**config.mk**
```make
export PLATFORM = sky130hd
export DESIGN_NAME = prog_loader_mem
export DESIGN_NICKNAME = d
export VERILOG_FILES = /design/src/rtl/prog_loader_mem.sv
export SDC_FILE = /design/constraint.sdc
export NUM_CORES = 1
export LEC_CHECK = 0
export ABC_AREA = 1
export CAP_MARGIN = 40
export CORE_MARGIN = 10
export CORE_UTILIZATION = 35
export CTS_BUF_LIST = sky130_fd_sc_hd__clkbuf_8
export DETAILED_ROUTE_END_ITERATION = 8
export PLACE_DENSITY_LB_ADDON = 0.08
export RECOVER_POWER = 25
export SLEW_MARGIN = 20
export SYNTH_ARGS = -nofsm -noshare
export SYNTH_HDL_FRONTEND = slang
export SYNTH_SLANG_ARGS = --single-unit
```
**constraint.sdc**
```tcl
create_clock -name clk -period 5.93 [get_ports clk]
set_input_delay 0.593 -clock clk [delete_from_list [all_inputs] [get_ports clk]]
set_output_delay 0.593 -clock clk [all_outputs]
set_load 0.01 [all_outputs]
```
**src/rtl/prog_loader_mem.sv**
```systemverilog
// Synchronous program store for the picoMIPS core. A byte stream loads the memory,
// and a registered read port serves fetches once a complete program is resident.
module prog_loader_mem #(
  parameter int Psize = 4,
  parameter int Isize = 17,
  parameter int Bsize = 8
) (
  input  logic             clk,
  input  logic             nReset,
  input  logic [Psize-1:0] address,
  input  logic             rd_en,
  output logic [Isize-1:0] I,
  output logic             I_valid,
  input  logic             load_start,
  input  logic             load_valid,
  input  logic [Bsize-1:0] load_data,
  output logic             load_ready,
  output logic             load_busy,
  output logic             load_done
);

  localparam int NB    = (Isize + Bsize - 1) / Bsize;
  localparam int AW    = NB * Bsize;
  localparam int CW    = (NB > 1) ? $clog2(NB) : 1;
  localparam int DEPTH = 2 ** Psize;

  localparam logic [CW-1:0]    LAST_BYTE = CW'(NB - 1);
  localparam logic [Psize-1:0] LAST_WORD = '1;

  typedef enum logic [1:0] {IDLE, LOAD, DONE} state_t;

  state_t           state, state_next;
  logic [CW-1:0]    byte_cnt;
  logic [Psize-1:0] wr_addr;
  logic [AW-1:0]    asm_reg;
  logic [AW-1:0]    asm_next;
  logic             loaded;
  logic [Isize-1:0] mem [DEPTH];

  logic start_load;
  logic xfer;
  logic word_end;
  logic mem_we;

  // A start pulse in LOAD restarts the load and swallows any byte offered with it.
  assign start_load = load_start && (state != DONE);
  assign xfer       = (state == LOAD) && load_valid && !load_start;
  assign word_end   = (byte_cnt == LAST_BYTE);
  assign mem_we     = xfer && word_end;
  assign asm_next   = (asm_reg << Bsize) | AW'(load_data);

  always_comb begin
    state_next = state;
    load_ready = 1'b0;
    load_busy  = 1'b0;
    load_done  = 1'b0;
    case (state)
      IDLE: begin
        if (load_start) state_next = LOAD;
      end
      LOAD: begin
        load_ready = 1'b1;
        load_busy  = 1'b1;
        if (mem_we && (wr_addr == LAST_WORD)) state_next = DONE;
      end
      DONE: begin
        load_done  = 1'b1;
        state_next = IDLE;
      end
      default: state_next = IDLE;
    endcase
  end

  always_ff @(posedge clk or negedge nReset) begin
    if (!nReset) begin
      state    <= IDLE;
      byte_cnt <= '0;
      wr_addr  <= '0;
      asm_reg  <= '0;
      loaded   <= 1'b0;
    end else begin
      state <= state_next;
      if (start_load) begin
        byte_cnt <= '0;
        wr_addr  <= '0;
        asm_reg  <= '0;
        loaded   <= 1'b0;
      end else if (xfer) begin
        asm_reg <= asm_next;
        if (word_end) begin
          byte_cnt <= '0;
          wr_addr  <= wr_addr + Psize'(1);
        end else begin
          byte_cnt <= byte_cnt + CW'(1);
        end
      end
      if (state == DONE) loaded <= 1'b1;
    end
  end

  // Surplus high bits of the first byte fall off when truncating to Isize.
  always_ff @(posedge clk) begin
    if (mem_we) mem[wr_addr] <= asm_next[Isize-1:0];
  end

  always_ff @(posedge clk or negedge nReset) begin
    if (!nReset) begin
      I       <= '0;
      I_valid <= 1'b0;
    end else if (start_load) begin
      I_valid <= 1'b0;
    end else if (rd_en) begin
      if ((state != LOAD) && loaded) begin
        I       <= mem[address];
        I_valid <= 1'b1;
      end else begin
        I_valid <= 1'b0;
      end
    end
  end

endmodule

```
* Yosys cells after proc, flatten, opt, wreduce, memory -nomap -nowiden
Memories as Yosys holds them, arrays and structs flattened. A register that Yosys moved wholly into a read port is not among the register bits.
Cells that the tools add are included.
W data, S select, Z words.
** Word-level totals
- Register bits after elaboration :: 19
- Bits in latches :: 0
- Memory bits (writable) :: 272
- Memory bits (read-only) :: 0
- Output and inout bits :: 21
- Memories kept :: 1
** Cells by class
- $add $sub $neg :: 2
- Multiply operators :: 0
- Div/mod/pow operators :: 0
- Magnitude comparators :: 0
- Equality and inequality tests :: 8
- Shifts and indexed selects :: 0
- Mux-type cells :: 20
- Bitwise gates (word level) :: 2
- Reduce and logical (&&, ||, !) cells :: 16
** Memories
- mem :: words 16, bits a word 17, read ports 1, clocked after memory_dff 1, wr ports 1, line 38 : logic [Isize-1:0] mem [DEPTH];
** Operators by type and width (count)
- $mux W9 :: 2
- $or A17 B8 Y17 :: 1
- $mux W4 :: 3
- $mux W2 :: 5
- $mux W1 :: 9
- $reduce_bool A2 Y1 :: 4
- $logic_and A1 B1 Y1 :: 6
- $add A4 B1 Y4 const B :: 1
- $eq A2 B2 Y1 const B :: 2
- $eq A4 B4 Y1 const B :: 1
- $ne A2 B1 Y1 const B :: 2
- $ne A2 B2 Y1 const B :: 2
- $pmux W2 S2 :: 1
- $reduce_and A2 Y1 :: 2
- $reduce_and A3 Y1 :: 1
- $add A2 B1 Y2 const B :: 1
- $eq A2 B1 Y1 const B :: 1
- $logic_not A1 Y1 :: 2
- $logic_not A2 Y1 :: 1
- $not A1 Y1 :: 1

* Logic depth before layout (Yosys ltp)
- Depth after elaboration :: 7
- Depth in mapped cells :: 10
- Depth with buffers taken out :: 9

* Worst setup path before layout
No wires, ideal clock.
- Kind :: input to register
- Start :: input load_valid
- End :: memory mem[0][0], enable pin
- Library setup time :: 390 ps
- Data arrival time :: 1938 ps
- Required time :: 5540 ps
- Setup slack :: 3601 ps
- Stages on the path :: 6
- Path buffers :: 0
- Cells stage by stage :: inv_1 > nor2_1 > nand2_1 > nor3_4 > nand2_1 > nor2_1
** Between the ends
- Cells in the longest elaborated chain, start to end :: 5
** RTL lines
- start: declaration :: line 15 : input logic load_valid,
- $logic_and A1 B1 Y1 (2 in a row) :: line 47 : assign xfer = (state == LOAD) && load_valid && !load_start;
- $logic_and A1 B1 Y1 :: line 49 : assign mem_we = xfer && word_end;
- $mux W1 :: line 103 : if (mem_we) mem[wr_addr] <= asm_next[Isize-1:0];
- $mux W1 (not written as such) :: line 103
- end: declaration :: line 38
Every way passes these cells.

* Worst setup path after layout
- Start :: register state[0]
- End :: memory mem[14][13], enable pin
** Between the ends
- Cells in the longest elaborated chain, start to end :: 6
** RTL lines
- start: declaration :: line 32 : state_t state, state_next;
- start signal: assignment :: line 82 : state <= state_next;
- $eq A2 B1 Y1 :: line 47
- $logic_and A1 B1 Y1 (2 in a row) :: line 47
- $logic_and A1 B1 Y1 :: line 49
- $mux W1 :: line 103
- $mux W1 (not written as such) :: line 103
Every way passes these cells.

==> flow_summary.toml <==
[worst_hold_path]
whs_endpoint = "I[15]"
hold_class = "flop to flop"
min_path_cells = 2
worstHoldStart = "I[15]"

[drt]
route.met2.wl_um = 18620
met1_length_um = 17690
wl_met3_um = 1927
top_layer = "met5"
avgRoutedWirePerCell_um = 20.49
ant_nets = 0
dr_total_vias = 8857
drtIter0Drc = 634
dr.pass1.iters = 5
wl_um = 39240
drc = 0
viasPerCell = 4.625

[logic_synthesis]
syn_nets = 1309
synth.yosys.seq_area_share_pct = 68.88
netlist_area_sq_um = 13170
avgSynthCellArea_sq_um = 10.22
ys_warn_count = 0
syn_inst = 1288
ys_ff_latch = 308
yosysUniqueCellTypes = 26

[setup_path]
critical_path_class = "flop to flop"
r2r_start = "state[0]"
endpoint_kind = "flop"
slowest_stage = "nor2_2"
cp.arrival_ns = 3.14
crit_family = "simple AND/OR/NAND/NOR gates"
cp_common_cell = "nand2_1"
timing.rr.end = "mem[14][13]"
critPathMaxFanout = 12
cp-start-kind = "flop"
rr_worst_depth = 7
required_ns = 6.26
worst-r2r-setup-slack_ns = 3.11
cp_cell_sequence = "inv_2 -> nor2_4 -> nand2_1 -> nor3_4 -> nand2_1 -> nor2_2 -> buf_6"
cpPeakStageDelay_ns = 0.61
path_buf_inv = 2

[place]
port_buffers = 37
place_ws_ns = 2.658
place_area_sq_um = 14440
dp_hpwl_um = 25730
gp_congestion = 0.7946

[sta]
fin_crit_ns = 2.818
fin_worst_skew_ns = 0.02635
finalCritPeriodShare_pct = 47.52
hold_violations = 0
max_slew.worst_pin.slew_ns = 1.728
setup_slack_ns = 3.112
clock.fmax_ghz = 0.3549
rsz0062_at_grt = "no"
setup_tns_ns = 0
slew_headroom_pct = -15.18
setup_violations = 0
report.final.slew_viol_count = 28

[grt]
antenna_found_initial = 1
overflow = 0
grt_usage_pct = 17.07
grt_max_degree = 69
grt_pass1_vias = 8981
grt_first_pass_wirelength_um = 58840

[floorplan]
io_pins = 38
die_x_um = 213.9
die-area_sq_um = 45770
start_util_pct = 35.70
core_sq_um = 36870
rows = 70
die_h_um = 213.9

[pwr]
peakVddDrop_uv = 172.5
p_int_w = 0.003470
clock_power_share_pct = 40.6
p_switching_w = 0.001144
swShare_pct = 24.80
cellLeakagePower_nw = 6.746
power_frac_comb_pct = 6.8
powerDensity_nw_per_um2 = 297.6
seqPwrFrac_pct = 52.6

[job]
cap_viol_max_count = 1

[finish]
fin_util_pct = 42.04
syn_to_final_growth_pct = 17.75
fin_area_sq_um = 15500
num-fill-cells = 3605
fin_nets = 1386
drive_gt1_share_pct = 9.780
largest_reg_flops = 272
diodes = 0
final_cell_mix = "437 x nand2_1, 272 x edfxtp_1, 246 x inv_1, 217 x nand3_1, 64 x clkbuf_8"
layout_commonest_cell = "nand2_1"

[clock_network]
insertion_delay_ns = 0.64
cts_tree = "built"
post_cts_buffers = 0
cts_max_level = 2
numCtsBuffers = 54
cts.sinks = 308
clk_pin_slew_ns = 0.06
cts.path.max_buffers = 3
clock-root-buffer = "clkbuf_8"

[run_status]
violations = "max-capacitance violations, max-slew violations"
status = "complete, but fails checks"
-- tightest hold or removal path, stage by stage (launching register included) --
cell and delay [ns]:
dfrtp_1 0.34, nand2_1 0.06, nand2_1 0.05
-- power groups by stage --
stage | clock network [W] | logic [W] | registers (W)
finish | 0.00187 | 0.000315 | 0.00243
global route | 0.00202 | 0.000349 | 0.00243
CTS | 0.00192 | 0.000316 | 0.00243
detailed placement | 0 | 0.000314 | 0.00248
global placement | 0 | 0.000281 | 0.00249
floorplan | 0 | 0.000141 | 0.00246
-- cell usage after synthesis --
| cell | number | share of area [%] |
|---|---|---|
| a21oi_1 | 1 | 0.038 |
| buf_1 | 9 | 0.26 |
| buf_2 | 19 | 0.72 |
| buf_4 | 1 | 0.057 |
| buf_6 | 1 | 0.086 |
| clkbuf_1 | 29 | 0.83 |
| clkinv_1 | 3 | 0.086 |
| dfrtp_1 | 36 | 6.8 |
| edfxtp_1 | 272 | 62 |
| ha_1 | 4 | 0.38 |
| inv_1 | 216 | 6.2 |
| inv_2 | 5 | 0.14 |
| nand2_1 | 437 | 12 |
| nand2_2 | 1 | 0.048 |
| nand3_1 | 217 | 8.2 |
| nand4_1 | 2 | 0.095 |
| nor2_1 | 19 | 0.54 |
| nor2_2 | 1 | 0.048 |
| nor2_4 | 2 | 0.17 |
| nor3_4 | 1 | 0.12 |
| nor4_4 | 1 | 0.16 |
| o21ai_0 | 6 | 0.23 |
| o21ai_1 | 2 | 0.076 |
| o22ai_1 | 1 | 0.048 |
| or2_2 | 1 | 0.048 |
| xor2_1 | 1 | 0.067 |
-- worst max path at each step --
stage,startpoint,end,slack [ns],depth (start not counted)
after floorplan,load_valid,mem[0][0],3.60,6
after global placement,load_start,mem[0][2],2.52,6
after detailed placement,load_start,mem[14][13],2.66,7
after CTS,state[0],mem[14][11],3.14,7
after global routing,nReset,I[4],2.95,3
final,state[0],mem[14][13],3.11,7
-- kinds of logic after synthesis --
logic type	after synthesis	share of synthesized area (%)
buffers and inverters	283	8.335
and+or+nand+nor	682	21.94
AOI/OAI and AO/OA	10	0.3897
DFF	308	68.88
adders and majority gates	4	0.3802
xor gates and xnor gates	1	0.06654
-- layout make-up --
cell class / count / area (sq um) / share of cell area [%]
clock inverters: 38 / 161.4 / 1.041
well taps: 504 / 630.6 / 4.068
multi-input cells: 697 / 3044 / 19.64
clock buffers: 64 / 880.8 / 5.682
flip-flops and latches: 308 / 9069 / 58.50
inverters: 224 / 843.3 / 5.440
repair buffers: 80 / 873.3 / 5.634
-- what timing repair did --
action                                 in CTS  in global routing
endpoints found under the hold margin       9                  0
hold buffers                                1                  0
gates resized for setup                     0                  0
-- metal layers --
metal  vias up  global-route usage (%)
met5         -                       0
li1       4305                       -
met3        52                   3.523
met2       207                   27.68
met1      4291                   22.25
met4         2                   5.856
-- per-stage QoR --
stage / instances / power (W) / hold WS (ns)
CTS: 1910 / 0.004672 / 0.3690
global route: 1915 / 0.004794 / 0.5039
finish: 1915 / 0.004614 / 0.4829
global placement: 1777 / 0.002771 / 0.4730
floorplan: 1288 / 0.002601 / 0.2974
detailed placement: 1807 / 0.002790 / 0.4719
(Power assumes the default switching activity.)
